File: config.mk
export PLATFORM = sky130hd
export DESIGN_NAME = gf2m_reduce_81
export DESIGN_NICKNAME = d
export VERILOG_FILES = /design/src/rtl/gf2m_pkg.sv /design/src/rtl/gf2m_fold.sv /design/src/rtl/gf2m_reduce_81.sv
export SDC_FILE = /design/constraint.sdc
export NUM_CORES = 1
export LEC_CHECK = 0
export CORE_MARGIN = 2
export CORE_UTILIZATION = 51
export DETAILED_ROUTE_END_ITERATION = 16
export PLACE_DENSITY_LB_ADDON = 0.15
export SETUP_SLACK_MARGIN = 0.3
export SLEW_MARGIN = 15
export SYNTH_ARGS = -nofsm -noshare
export SYNTH_HDL_FRONTEND = slang
export SYNTH_HIERARCHICAL = 1
export SYNTH_SLANG_ARGS = --single-unit
File: constraint.sdc
create_clock -name clk -period 7.1 [get_ports clk]
set_clock_uncertainty 0.15 [all_clocks]
set_input_delay 1.775 -clock clk [delete_from_list [all_inputs] [get_ports clk]]
set_output_delay 1.775 -clock clk [all_outputs]
set_load 0.01 [all_outputs]
File: src/rtl/gf2m_pkg.sv
`default_nettype none
// +----------------------------------------------------------------------------+
// | Module      : gf2m_pkg                                                     |
// | Description : Field constants and types for GF(2^81) reduction modulo      |
// |               the trinomial x^M + x^K + 1.                                 |
// | Revision    : 1.0                                                          |
// +----------------------------------------------------------------------------+
package gf2m_pkg;

  localparam int M      = 81;
  localparam int K      = 4;
  localparam int PROD_W = 2*M-1;
  localparam int S1_W   = M+K-1;

  typedef logic [M-1:0]      gf_elem_t;
  typedef logic [PROD_W-1:0] gf_prod_t;

  // x^M == x^K + 1, so every high coefficient folds back onto bits i and i+K.
  function automatic logic [S1_W-1:0] fold(input logic [M-2:0] hi, input logic [M-1:0] lo);
    fold = {{(K-1){1'b0}}, lo} ^ {{K{1'b0}}, hi} ^ {hi, {K{1'b0}}};
  endfunction

endpackage : gf2m_pkg
`default_nettype wire

File: src/rtl/gf2m_fold.sv
`default_nettype none
// +----------------------------------------------------------------------------+
// | Module      : gf2m_fold                                                    |
// | Description : One combinational trinomial fold step: lo ^ hi ^ (hi<<SHIFT)|
// | Revision    : 1.0                                                          |
// +----------------------------------------------------------------------------+
module gf2m_fold #(
  parameter int HI_W  = 80,
  parameter int LO_W  = 81,
  parameter int SHIFT = 4,
  parameter int OUT_W = 84
) (
  input  logic [HI_W-1:0]  i_hi,
  input  logic [LO_W-1:0]  i_lo,
  output logic [OUT_W-1:0] o_fold
);

  generate
    if (OUT_W < LO_W || OUT_W < HI_W + SHIFT) begin : g_width_err
      $error("gf2m_fold: OUT_W too narrow for the fold result");
    end
  endgenerate

  always_comb begin
    o_fold                         = '0;
    o_fold[LO_W-1:0]               = i_lo;
    o_fold[HI_W-1:0]               = o_fold[HI_W-1:0] ^ i_hi;
    o_fold[HI_W+SHIFT-1:SHIFT]     = o_fold[HI_W+SHIFT-1:SHIFT] ^ i_hi;
  end

endmodule : gf2m_fold
`default_nettype wire

File: src/rtl/gf2m_reduce_81.sv
`default_nettype none
// +----------------------------------------------------------------------------+
// | Module      : gf2m_reduce_81                                               |
// | Description : Two-stage pipelined reduction of a 161-bit GF(2)[x] product  |
// |               into GF(2^81), valid/ready on both sides, 2-cycle latency.   |
// | Revision    : 1.0                                                          |
// +----------------------------------------------------------------------------+
module gf2m_reduce_81
  import gf2m_pkg::*;
(
  input  logic              clk,
  input  logic              rst_n,
  input  logic              i_in_valid,
  output logic              o_in_ready,
  input  logic [PROD_W-1:0] i_in_data,
  output logic              o_out_valid,
  input  logic              i_out_ready,
  output logic [M-1:0]      o_out_data
);

  generate
    if (K < 1 || K > (M-1)/2) begin : g_k_range_err
      $error("gf2m_reduce_81: K outside 1..(M-1)/2, two folds are not enough");
    end
  endgenerate

  logic            r_s1_valid;
  logic            r_s2_valid;
  logic [S1_W-1:0] r_s1;
  gf_elem_t        r_s2;

  logic            w_s1_adv;
  logic            w_s2_adv;
  logic            w_in_acc;
  logic [S1_W-1:0] w_fold1;
  gf_elem_t        w_fold2;

  // Ready depends only on downstream state and out_ready, never on in_valid.
  assign w_s2_adv   = !r_s2_valid || i_out_ready;
  assign w_s1_adv   = !r_s1_valid || w_s2_adv;
  assign w_in_acc   = i_in_valid && w_s1_adv;
  assign o_in_ready = w_s1_adv;

  gf2m_fold #(
    .HI_W  (M-1),
    .LO_W  (M),
    .SHIFT (K),
    .OUT_W (S1_W)
  ) u_fold1 (
    .i_hi   (i_in_data[PROD_W-1:M]),
    .i_lo   (i_in_data[M-1:0]),
    .o_fold (w_fold1)
  );

  gf2m_fold #(
    .HI_W  (K-1),
    .LO_W  (M),
    .SHIFT (K),
    .OUT_W (M)
  ) u_fold2 (
    .i_hi   (r_s1[S1_W-1:M]),
    .i_lo   (r_s1[M-1:0]),
    .o_fold (w_fold2)
  );

  always_ff @(posedge clk or negedge rst_n) begin
    if (!rst_n) begin
      r_s1_valid <= 1'b0;
      r_s2_valid <= 1'b0;
    end else begin
      if (w_s1_adv) r_s1_valid <= i_in_valid;
      if (w_s2_adv) r_s2_valid <= r_s1_valid;
    end
  end

  // Stage-1 data is only ever consumed behind r_s1_valid, so it needs no reset.
  always_ff @(posedge clk) begin
    if (w_in_acc) r_s1 <= w_fold1;
  end

  always_ff @(posedge clk or negedge rst_n) begin
    if (!rst_n) begin
      r_s2 <= '0;
    end else if (w_s2_adv && r_s1_valid) begin
      r_s2 <= w_fold2;
    end
  end

  assign o_out_valid = r_s2_valid;
  assign o_out_data  = r_s2;

endmodule : gf2m_reduce_81
`default_nettype wire

Yosys cells after proc, flatten, opt, wreduce, memory -nomap -nowiden
Cells that the tools add are included.
{ "word_totals": {"ff_bits": 167, "in_bits": 165, "elab_cells": 14} }
{ "op_classes": {"n_bitwise": 4, "n_reduce_logical": 6} }
{ "op_table": {"columns": ["op", "n"], "rows": [
  ["$xor 77x80->80", 1],
  ["$xor 80x80->80", 1],
  ["$xor 3x3->3", 2],
  ["$logic_and 1x1->1", 2],
  ["$logic_not 1->1", 2],
  ["$logic_or 1x1->1", 2]
]} }

Longest topological paths before layout
Gate-level depths: netlist of the first run.
{ "logic_depth": {"depth_word": 4, "mapped_depth": 4, "depth_no_buf": 3} }

Hierarchy
Netlist of the first run, hierarchy kept.
{ "modules_own_cells": {"columns": ["mod", "instances", "cells_each", "area_each_um2"], "rows": [
  ["gf2m_reduce_81", 1, 262, 5691.7],
  ["gf2m_fold (u_fold1)", 1, 84, 1873.0],
  ["gf2m_fold (u_fold2)", 1, 81, 615.6]
]} }

Worst setup path before layout of the first run
No wires, ideal clock.
{ "synth_path": {"kind": "input port to flip-flop", "from": "in i_out_ready", "to": "reg r_s1[0] (enable)", "setup_time_ns": 0.452, "arrival_time_ns": 3.948, "required_ns": 6.498, "slack_ns": 2.550, "cell_stages": 2, "n_path_buf": 0, "path_cell_list": "nand3b_1 and2_1"} }
{ "synth_via": {"elab_chain_len": 3} }
{ "synth_rtl": {"columns": ["element", "line_no", "rtl"], "rows": [
  ["from (decl)", "gf2m_reduce_81.sv:17", "input logic i_out_ready,"],
  ["$logic_or 1x1->1", "gf2m_reduce_81.sv:39", "assign w_s2_adv = !r_s2_valid || i_out_ready;"],
  ["$logic_or 1x1->1", "gf2m_reduce_81.sv:40", "assign w_s1_adv = !r_s1_valid || w_s2_adv;"],
  ["$logic_and 1x1->1", "gf2m_reduce_81.sv:41", "assign w_in_acc = i_in_valid && w_s1_adv;"],
  ["named net w_in_acc", "gf2m_reduce_81.sv:34", "logic w_in_acc;"],
  ["to (signal assigned)", "gf2m_reduce_81.sv:78", "if (w_in_acc) r_s1 <= w_fold1;"],
  ["to (decl)", "gf2m_reduce_81.sv:29", "logic [S1_W-1:0] r_s1;"]
]} }
The timed path passes the listed nets, and every way through them passes these cells.
A chain may end at the register's enable or synchronous reset.

Worst setup path after layout of the first run
{ "layout_path": {"from": "in i_out_ready", "to": "out o_in_ready"} }
{ "layout_via": {"elab_chain_len": 2} }
{ "layout_rtl": {"columns": ["element", "line_no", "rtl"], "rows": [
  ["$logic_or 1x1->1", "gf2m_reduce_81.sv:39", null],
  ["$logic_or 1x1->1", "gf2m_reduce_81.sv:40", null],
  ["to (decl)", "gf2m_reduce_81.sv:14", "output logic o_in_ready,"]
]} }
Every way passes these cells.

==> metrics.csv, run 1 <==
stage,metric,value,unit
finish,most frequent cells in the layout,"246 x clkdlybuf4s50_1, 84 x edfxtp_1, 83 x dfrtp_1",
routing,total number of vias,3990,
critical_path,Critical Path Slowest Stage Cell,clkdlybuf4s50_1,
run,Max Cap Violations,0,
critical_path,ordered cell list for the critical path,clkdlybuf4s50_1 -> nand3b_1 -> clkdlybuf4s50_1,
finish,fraction of layout cells with a size suffix above 1,18.5,%
power_and_ir_drop,Leak,4.63,nW
critical_path,"most used cell, CP",clkdlybuf4s50_1,
clock_tree,CTS tree,yes,
floorplanning,Initial Util,51.9,%
floorplanning,Row Count,46,
critical_path,Crit path max-delay family,buffers and inverters,
power_and_ir_drop,peak supply drop,0.162,mV
sta,RSZ-0062 raised after global routing,false,
yosys,Cell variety after synth,14,
sta,max-slew violations,0,
critical_path,reg2reg path depth,4,
yosys,syn nets,592,
critical_path,Crit Path Class,in -> out,
yosys,Synth Area in Compound Gates,0,%
critical_path,crit path launch type,primary input,
routing,remaining antenna violation count after routing,0,
placed_design,Buffers on Ports,247,
global_routing,all-layer global routing usage,17.9,%
floorplanning,Die X,131,µm
yosys,ranking of synthesized cells by area,"edfxtp_1 31%, dfrtp_1 25%, xor3_1 22%",
placed_design,dpl cell area,10300,µm²
yosys,post-synthesis mux area share,11.6,%
clock_tree,cells resized by post-CTS repair,0,
clock_tree,"buffers from clock root to sink, at most",2,
clock_tree,Clock Sinks,167,
critical_path,"Buf+Inv Stages, Crit Path",2,
routing,vias per cell,4.76,
outcome,status,"finished, final reports clean",
critical_path,CP arrival,2950,ps
critical_path,Crit path depth,3,
critical_path,Critical Path Sink Type,output pin,
finish,n_diodes,0,
clock_tree,Post-CTS Setup Bufs,0,
yosys,largest family of logic cells by synthesized area,XOR/XNOR gates,
clock_tree,hold buffer count at cts,0,
sta,fmax,205,MHz
global_routing,first-pass GRT wire length,22.1,mm
power_and_ir_drop,Power Density,262,nW/µm²
critical_path,R2R setup slack,4840,ps
floorplanning,Die Area,17100,µm²
yosys,Synth Instances,427,
yosys,Synth Area in Simple Gates,0.642,%
yosys,post-synthesis adder-cell area fraction,0,%
floorplanning,Die Y,131,µm
clock_tree,H-tree depth,4,
sta,Worst Tran Pin Value,702,ps
sta,Final Hold Viols,0,
finish,area delta synth->final,32.5,%
routing,drt first pass iters,5,
yosys,Post-Syn Area,8180,µm²
critical_path,Crit Reg-Reg Endpoint,o_out_data[17]$_DFFE_PN0P_,
floorplanning,num ports,248,
yosys,Synth Warn #,6,
placed_design,Final GP Congestion,0.750,
clock_tree,Clock Latency Late Sink,420,ps
global_routing,initial antenna violation count,0,
placed_design,Post-DP HPWL,11.3,mm
global_routing,vias in the first global route,4246,
finish,fin area,10800,µm²
placed_design,placed cell count,807,
sta,Tcrit/Tclk final,68.7,%
clock_tree,CTS Buf Count,17,
critical_path,"slowest stage delay, CP",550,ps
yosys,sequential area share after synthesis,56.2,%
routing,Routed WL per cell,18.1,µm
routing,final wirelength,15.2,mm
critical_path,WP data required,5180,ps
routing,DRT iter0 DRCs,149,
sta,# setup viols final,0,
sta,Final min period,4880,ps
yosys,Yosys reg bits,167,
finish,Non-Filler Instances,839,
yosys,Avg Synthesized Cell Area,19.2,µm²
finish,"most common cell after layout, fill and taps aside",clkdlybuf4s50_1,
yosys,Synth top area share,30.8,%
routing,detailed-route DRC error count,0,
finish,# nets final,775,
min_path,Min-Delay Path Class,reg -> reg,
clock_tree,Worst-path clk slew,60,ps
global_routing,gr ovfl total,0,
sta,Worst slew margin,53.2,%
critical_path,CP Launch Point,i_out_ready,
yosys,Post-Synth XOR/XNOR Area,23.3,%
global_routing,largest net degree at the start of global routing,54,
yosys,cell accounting for the most synthesized area,edfxtp_1,
critical_path,reg2reg start,o_out_valid$_DFFE_PN0P_,
sta,WHS,323,ps
clock_tree,Clk Tree Root Cell,clkbuf_16,
sta,setup tns final,0,ps
critical_path,crit path to,o_in_ready,
floorplanning,core area,15800,µm²
critical_path,Max Fanout on Critical Path,3,
==> cell usage after synthesis <==
master / number
and2_1: 1
buf_4: 78
buf_6: 8
dfrtp_1: 83
edfxtp_1: 84
mux2_2: 71
mux2_4: 10
nand2_4: 1
nand2b_1: 1
nand2b_4: 1
nand3b_1: 1
or2b_1: 1
xor2_1: 11
xor3_1: 76
==> per-layer routing <==
metal / track usage (%) / routed length (µm) / up-vias
li1: - / - / 1829
met1: 20.4 / 5830 / 1986
met2: 30.6 / 7750 / 158
met3: 7.21 / 1390 / 17
met4: 7.01 / 261 / 0
met5: 0 / 0 / -
==> worst min-delay path by stage <==
| stage | slack, ps | end | cells after the start | start |
|---|---|---|---|---|
| 2_1_floorplan | 360 | o_out_valid$_DFFE_PN0P_ | 1 | r_s1_valid$_DFFE_PN0P_ |
| 3_3_place_gp | 310 | o_out_data[17]$_DFFE_PN0P_ | 1 | r_s1[17]$_DFFE_PP_ |
| 3_5_place_dp | 310 | o_out_data[35]$_DFFE_PN0P_ | 1 | r_s1[35]$_DFFE_PP_ |
| 4_1_cts | 330 | o_out_data[18]$_DFFE_PN0P_ | 1 | r_s1[18]$_DFFE_PP_ |
| 5_1_grt | 340 | o_out_data[64]$_DFFE_PN0P_ | 1 | r_s1[64]$_DFFE_PP_ |
| 6_report | 320 | o_out_data[66]$_DFFE_PN0P_ | 1 | r_s1[66]$_DFFE_PP_ |
==> logic make-up after synthesis <==
family,Yosys count
buffers and inverters,86
XOR/XNOR,87
flip-flops,167
AND/OR/NAND/NOR,6
multiplexers,81
==> state kept, by name (all words and copies together), names as in the netlist <==
name         flops
o_out_valid      1
r_s1            84
o_out_data      81
r_s1_valid       1
==> layout make-up <==
type	count	area, µm²
Clock inverter	8	98.8
Tap cell	216	270
Clock buffer	24	472
Multi-Input combinational cell	174	2910
Sequential cell	167	4600
Timing Repair Buffer	250	2490
Fill cell	1083	4930
==> metrics by stage <==
step,power [mW],util (%),setup slack [ps]
after global placement,1.95,65.1,2240
after global routing,2.95,68.7,2180
after detailed placement,1.98,65.1,2230
after floorplan,1.64,-,2550
final,2.84,68.7,2220
after CTS,2.87,68.7,2220
==> report_power, final <==
| part | internal (mW) | leakage (nW) | switching, mW |
|---|---|---|---|
| registers | 1.19 | 1.77 | 0.0659 |
| logic | 0.457 | 2.59 | 0.234 |
| clock network | 0.535 | 0.274 | 0.350 |
No activity file was read; power rests on OpenSTA's default activity.
==> run 2: changes to the inputs <==
- CORE_UTILIZATION: 51 -> 43
- clock period: 7.1 -> 4.25 ns (I/O delays scaled with it)
==> metrics.csv, run 2 (synthesis gave the netlist of run 1 again) <==
stage,metric,value,unit
outcome,status,"finished, final reports clean",
clock_tree,Post-CTS Setup Bufs,0,
finish,"most common cell after layout, fill and taps aside",clkdlybuf4s50_1,
critical_path,crit path to,o_in_ready,
placed_design,Final GP Congestion,0.756,
routing,vias per cell,4.68,
power_and_ir_drop,Pwr Total,4.83,mW
power_and_ir_drop,combinational share of power,24.0,%
critical_path,Crit Reg-Reg Endpoint,r_s1[73]$_DFFE_PP_,
finish,most frequent cells in the layout,"246 x clkdlybuf4s50_1, 84 x edfxtp_1, 83 x dfrtp_1",
sta,max-slew violations,0,
placed_design,Buffers on Ports,247,
clock_tree,CTS tree,yes,
run,Max Cap Violations,0,
sta,setup tns final,0,ps
global_routing,vias in the first global route,4250,
sta,Worst slew margin,54.7,%
critical_path,crit path launch type,primary input,
min_path,Min-Delay Path Class,reg -> reg,
critical_path,Max Fanout on Critical Path,3,
power_and_ir_drop,peak supply drop,0.293,mV
floorplanning,Die X,142,µm
routing,remaining antenna violation count after routing,0,
floorplanning,Initial Util,43.7,%
clock_tree,"buffers from clock root to sink, at most",2,
global_routing,first-pass GRT wire length,23.7,mm
floorplanning,core area,18700,µm²
routing,DRT iter0 DRCs,79,
finish,final core utilization,58.5,%
clock_tree,Worst-path clk slew,60,ps
finish,max FFs per register,84,
routing,final wirelength,15.8,mm
power_and_ir_drop,Leak,4.67,nW
routing,drt first pass iters,4,
critical_path,R2R setup slack,2310,ps
clock_tree,cells resized by post-CTS repair,0,
finish,fraction of layout cells with a size suffix above 1,19.5,%
global_routing,largest net degree at the start of global routing,50,
routing,Routed WL per cell,18.4,µm
critical_path,CP arrival,2260,ps
clock_tree,Clock Latency Late Sink,410,ps
floorplanning,Die Area,20100,µm²
clock_tree,H-tree depth,4,
sta,# setup viols final,0,
floorplanning,Die Y,142,µm
critical_path,Critical Path Sink Type,output pin,
finish,# nets final,778,
critical_path,WP data required,3040,ps
power_and_ir_drop,Cell Int Power,3.69,mW
routing,total number of vias,4027,
finish,area delta synth->final,33.8,%
clock_tree,Clk Tree Root Cell,clkbuf_16,
finish,Non-Filler Instances,860,
clock_tree,CTS Buf Count,17,
power_and_ir_drop,Clock Power Share,32.4,%
sta,Final min period,3470,ps
placed_design,Post-DP HPWL,11.7,mm
floorplanning,num ports,248,
power_and_ir_drop,fraction of power consumed by sequential logic,43.6,%
global_routing,gr ovfl total,0,
critical_path,reg2reg start,o_out_valid$_DFFE_PN0P_,
power_and_ir_drop,Power Density,441,nW/µm²
critical_path,reg2reg path depth,3,
sta,Worst Tran Pin Value,679,ps
critical_path,Crit Path Class,in -> out,
power_and_ir_drop,Net Sw Frac,23.6,%
power_and_ir_drop,switching power,1.14,mW
floorplanning,Row Count,50,
placed_design,placed cell count,828,
global_routing,all-layer global routing usage,15.9,%
critical_path,CP Launch Point,i_out_ready,
sta,Final Hold Viols,0,
routing,detailed-route DRC error count,0,
clock_tree,Clock Sinks,167,
finish,fin area,10900,µm²
sta,Tcrit/Tclk final,81.6,%
clock_tree,hold buffer count at cts,0,
finish,FILL cells,1449,
sta,fmax,288,MHz
finish,n_diodes,0,
finish,"Most flops, register",r_s1,
global_routing,initial antenna violation count,0,
placed_design,dpl cell area,10300,µm²
sta,RSZ-0062 raised after global routing,false,
[run 2: changes by cell type in the layout (fill, tap and decap cells not counted)]
cell	before	now
clkbuf_1	5	0
inv_6	0	3
buf_12	0	2
clkbuf_8	2	0
clkinv_4	1	3
buf_4	4	5
bufinv_16	2	3
clkinv_1	0	1
[run 2: power by group through the flow]
stage                     combinational [mW]  clock, mW  sequential [mW]
final                                   1.16       1.56             2.11
after floorplan                        0.535          0             2.21
after detailed placement                1.17          0             2.14
after global placement                  1.16          0             2.12
after CTS                               1.18       1.61             2.11
after global routing                    1.23       1.67             2.14
[run 2: worst max-delay path, cell delays in order]
cell and delay [ps]:
clkdlybuf4s50_1 470, nand3b_1 160, clkdlybuf4s50_1 550
[run 2: worst min path at each step]
stage	from	cells after the start	endpoint	slack [ps]
after global placement	r_s1[30]$_DFFE_PP_	1	o_out_data[30]$_DFFE_PN0P_	310
after global routing	r_s1[44]$_DFFE_PP_	1	o_out_data[44]$_DFFE_PN0P_	340
after detailed placement	r_s1[21]$_DFFE_PP_	1	o_out_data[21]$_DFFE_PN0P_	310
after CTS	r_s1[44]$_DFFE_PP_	1	o_out_data[44]$_DFFE_PN0P_	330
after floorplan	r_s1_valid$_DFFE_PN0P_	1	o_out_valid$_DFFE_PN0P_	360
final	r_s1[44]$_DFFE_PP_	1	o_out_data[44]$_DFFE_PN0P_	320
[run 2: area by class of cell]
type                    count  area [µm²]  area share (%)
clock inverters            15         176            1.61
clock buffers              17         425            3.89
well taps                 234         293            2.68
repair buffers            253        2540            23.2
multi-input cells         174        2910            26.6
flip-flops and latches    167        4600            42.0
[run 2: stage by stage]
step	hold slack, ps	worst slack (ps)
floorplan	362	413
global placement	307	813
detailed placement	314	788
CTS	327	779
global route	336	756
finish	323	782
[run 2: layer usage]
metal | track usage (%) | vias up | wire [µm] | share of wire, %
met2 | 25.7 | 161 | 7700 | 49
met5 | 0 | - | 0 | 0
met3 | 5.67 | 18 | 1300 | 8.2
met4 | 6.00 | 0 | 291 | 1.8
li1 | - | 1847 | - | -
met1 | 19.7 | 2001 | 6510 | 41
==> run 3: changes to the inputs <==
- clock period: 4.25 -> 3 ns (I/O delays scaled with it)
==> metrics.csv, run 3 (synthesis gave the netlist of run 1 again) <==
stage,metric,value,unit
clock_tree,Post-CTS Setup Bufs,0,
power_and_ir_drop,Pwr Total,6.70,mW
placed_design,Post-DP HPWL,11.2,mm
sta,max-slew violations,0,
floorplanning,Die X,142,µm
finish,n_diodes,0,
critical_path,reg2reg start,r_s1_valid$_DFFE_PN0P_,
routing,vias per cell,4.64,
critical_path,CP arrival,1670,ps
routing,Routed WL per cell,18.3,µm
routing,DRT iter0 DRCs,168,
critical_path,ordered cell list for the critical path,clkdlybuf4s50_1 -> nand3b_1 -> dlygate4sd2_1,
clock_tree,"buffers from clock root to sink, at most",2,
run,Max Cap Violations,0,
routing,total number of vias,3980,
global_routing,all-layer global routing usage,15.8,%
routing,drt first pass iters,6,
finish,Sequential Area,4600,µm²
finish,Non-Filler Instances,858,
floorplanning,Initial Util,43.7,%
floorplanning,num ports,248,
critical_path,WP data required,2100,ps
power_and_ir_drop,Cell Int Power,5.09,mW
finish,area delta synth->final,33.4,%
outcome,status,"finished, final reports clean",
floorplanning,Die Area,20100,µm²
critical_path,CP Launch Point,i_out_ready,
finish,area of the multi-input gates,2910,µm²
power_and_ir_drop,fraction of power consumed by sequential logic,44.5,%
power_and_ir_drop,Leak,4.65,nW
clock_tree,Clock Latency Late Sink,420,ps
sta,Worst Tran Pin Value,678,ps
routing,final wirelength,15.7,mm
min_path,Min-Delay Path Class,in -> async,
power_and_ir_drop,Clock Power Share,31.0,%
sta,Final min period,2570,ps
finish,max FFs per register,84,
finish,# nets final,776,
critical_path,Critical Path Slowest Stage Cell,clkdlybuf4s50_1,
sta,setup tns final,0,ps
critical_path,"Buf+Inv Stages, Crit Path",2,
finish,"Most flops, register",r_s1,
global_routing,first-pass GRT wire length,23.7,mm
global_routing,initial antenna violation count,0,
routing,remaining antenna violation count after routing,0,
sta,Final Hold Viols,0,
power_and_ir_drop,Power Density,614,nW/µm²
placed_design,placed cell count,826,
global_routing,gr ovfl total,0,
clock_tree,Clk Tree Root Cell,clkbuf_16,
sta,# setup viols final,0,
clock_tree,Worst-path clk slew,60,ps
clock_tree,CTS Buf Count,17,
finish,fraction of layout cells with a size suffix above 1,19.1,%
floorplanning,core area,18700,µm²
floorplanning,Row Count,50,
clock_tree,Clock Sinks,167,
placed_design,Buffers on Ports,247,
power_and_ir_drop,switching power,1.61,mW
global_routing,largest net degree at the start of global routing,85,
power_and_ir_drop,Net Sw Frac,24.0,%
sta,RSZ-0062 raised after global routing,false,
critical_path,R2R setup slack,1300,ps
routing,detailed-route DRC error count,0,
finish,most frequent cells in the layout,"245 x clkdlybuf4s50_1, 84 x edfxtp_1, 83 x dfrtp_1",
clock_tree,CTS tree,yes,
critical_path,Max Fanout on Critical Path,3,
power_and_ir_drop,combinational share of power,24.5,%
sta,Tcrit/Tclk final,85.7,%
critical_path,Crit Path Class,in -> out,
floorplanning,Die Y,142,µm
placed_design,Final GP Congestion,0.764,
sta,Worst slew margin,54.8,%
critical_path,"slowest stage delay, CP",420,ps
clock_tree,H-tree depth,4,
critical_path,Crit path max-delay family,buffers and inverters,
critical_path,Critical Path Sink Type,output pin,
finish,FILL cells,1439,
global_routing,vias in the first global route,4322,
critical_path,crit path launch type,primary input,
sta,fmax,389,MHz
power_and_ir_drop,peak supply drop,0.385,mV
finish,"most common cell after layout, fill and taps aside",clkdlybuf4s50_1,
==> run 3: metrics by stage <==
stage	util (%)	instance area (µm²)	setup WS, ps	hold slack (ps)
detailed placement	55.3	10300	171	313
global placement	55.3	10300	190	307
finish	58.4	10900	430	202
floorplan	-	8180	399	304
CTS	58.4	10900	419	230
global route	58.4	10900	384	245
==> run 3: what timing repair did <==
| action | 4_1_cts | 5_1_grt |
|---|---|---|
| hold buffers | 0 | 0 |
| setup endpoints to repair | 1 | 0 |
| gates resized for setup | 1 | 0 |
==> run 3: path summary, 6_finish.rpt <==
kind,endpoint,cells past startpoint
max,o_in_ready,3
min,o_out_data[77]$_DFFE_PN0P_,1
max reg2reg,r_s1[24]$_DFFE_PP_,3
min reg2reg,o_out_data[70]$_DFFE_PN0P_,1
max in group asynchronous,o_out_data[29]$_DFFE_PN0P_,2
min in group clk,o_out_data[70]$_DFFE_PN0P_,1
==> run 3: routing by layer <==
metal  routed length (µm)  global-route usage (%)  vias up
li1                     -                       -     1828
met5                    0                       0        -
met3                 1160                    5.70       18
met1                 6520                    19.3     1982
met2                 7780                    26.0      152
met4                  226                    5.74        0
==> run 3: power by group through the flow <==
stage,sequential [mW],clock [mW],combinational [mW]
after floorplan,3.13,0,0.758
after global placement,3.01,0,1.64
after detailed placement,3.03,0,1.67
after CTS,2.98,2.15,1.67
after global routing,3.02,2.25,1.74
final,2.98,2.08,1.64
==> run 3: layout make-up <==
| type | instances | share of cell area, % |
|---|---|---|
| timing repair buffer | 251 | 23.3 |
| multi-input combinational | 174 | 26.6 |
| clock buffer | 20 | 4.09 |
| tap | 234 | 2.68 |
| sequential | 167 | 42.1 |
| clock inverter | 12 | 1.10 |
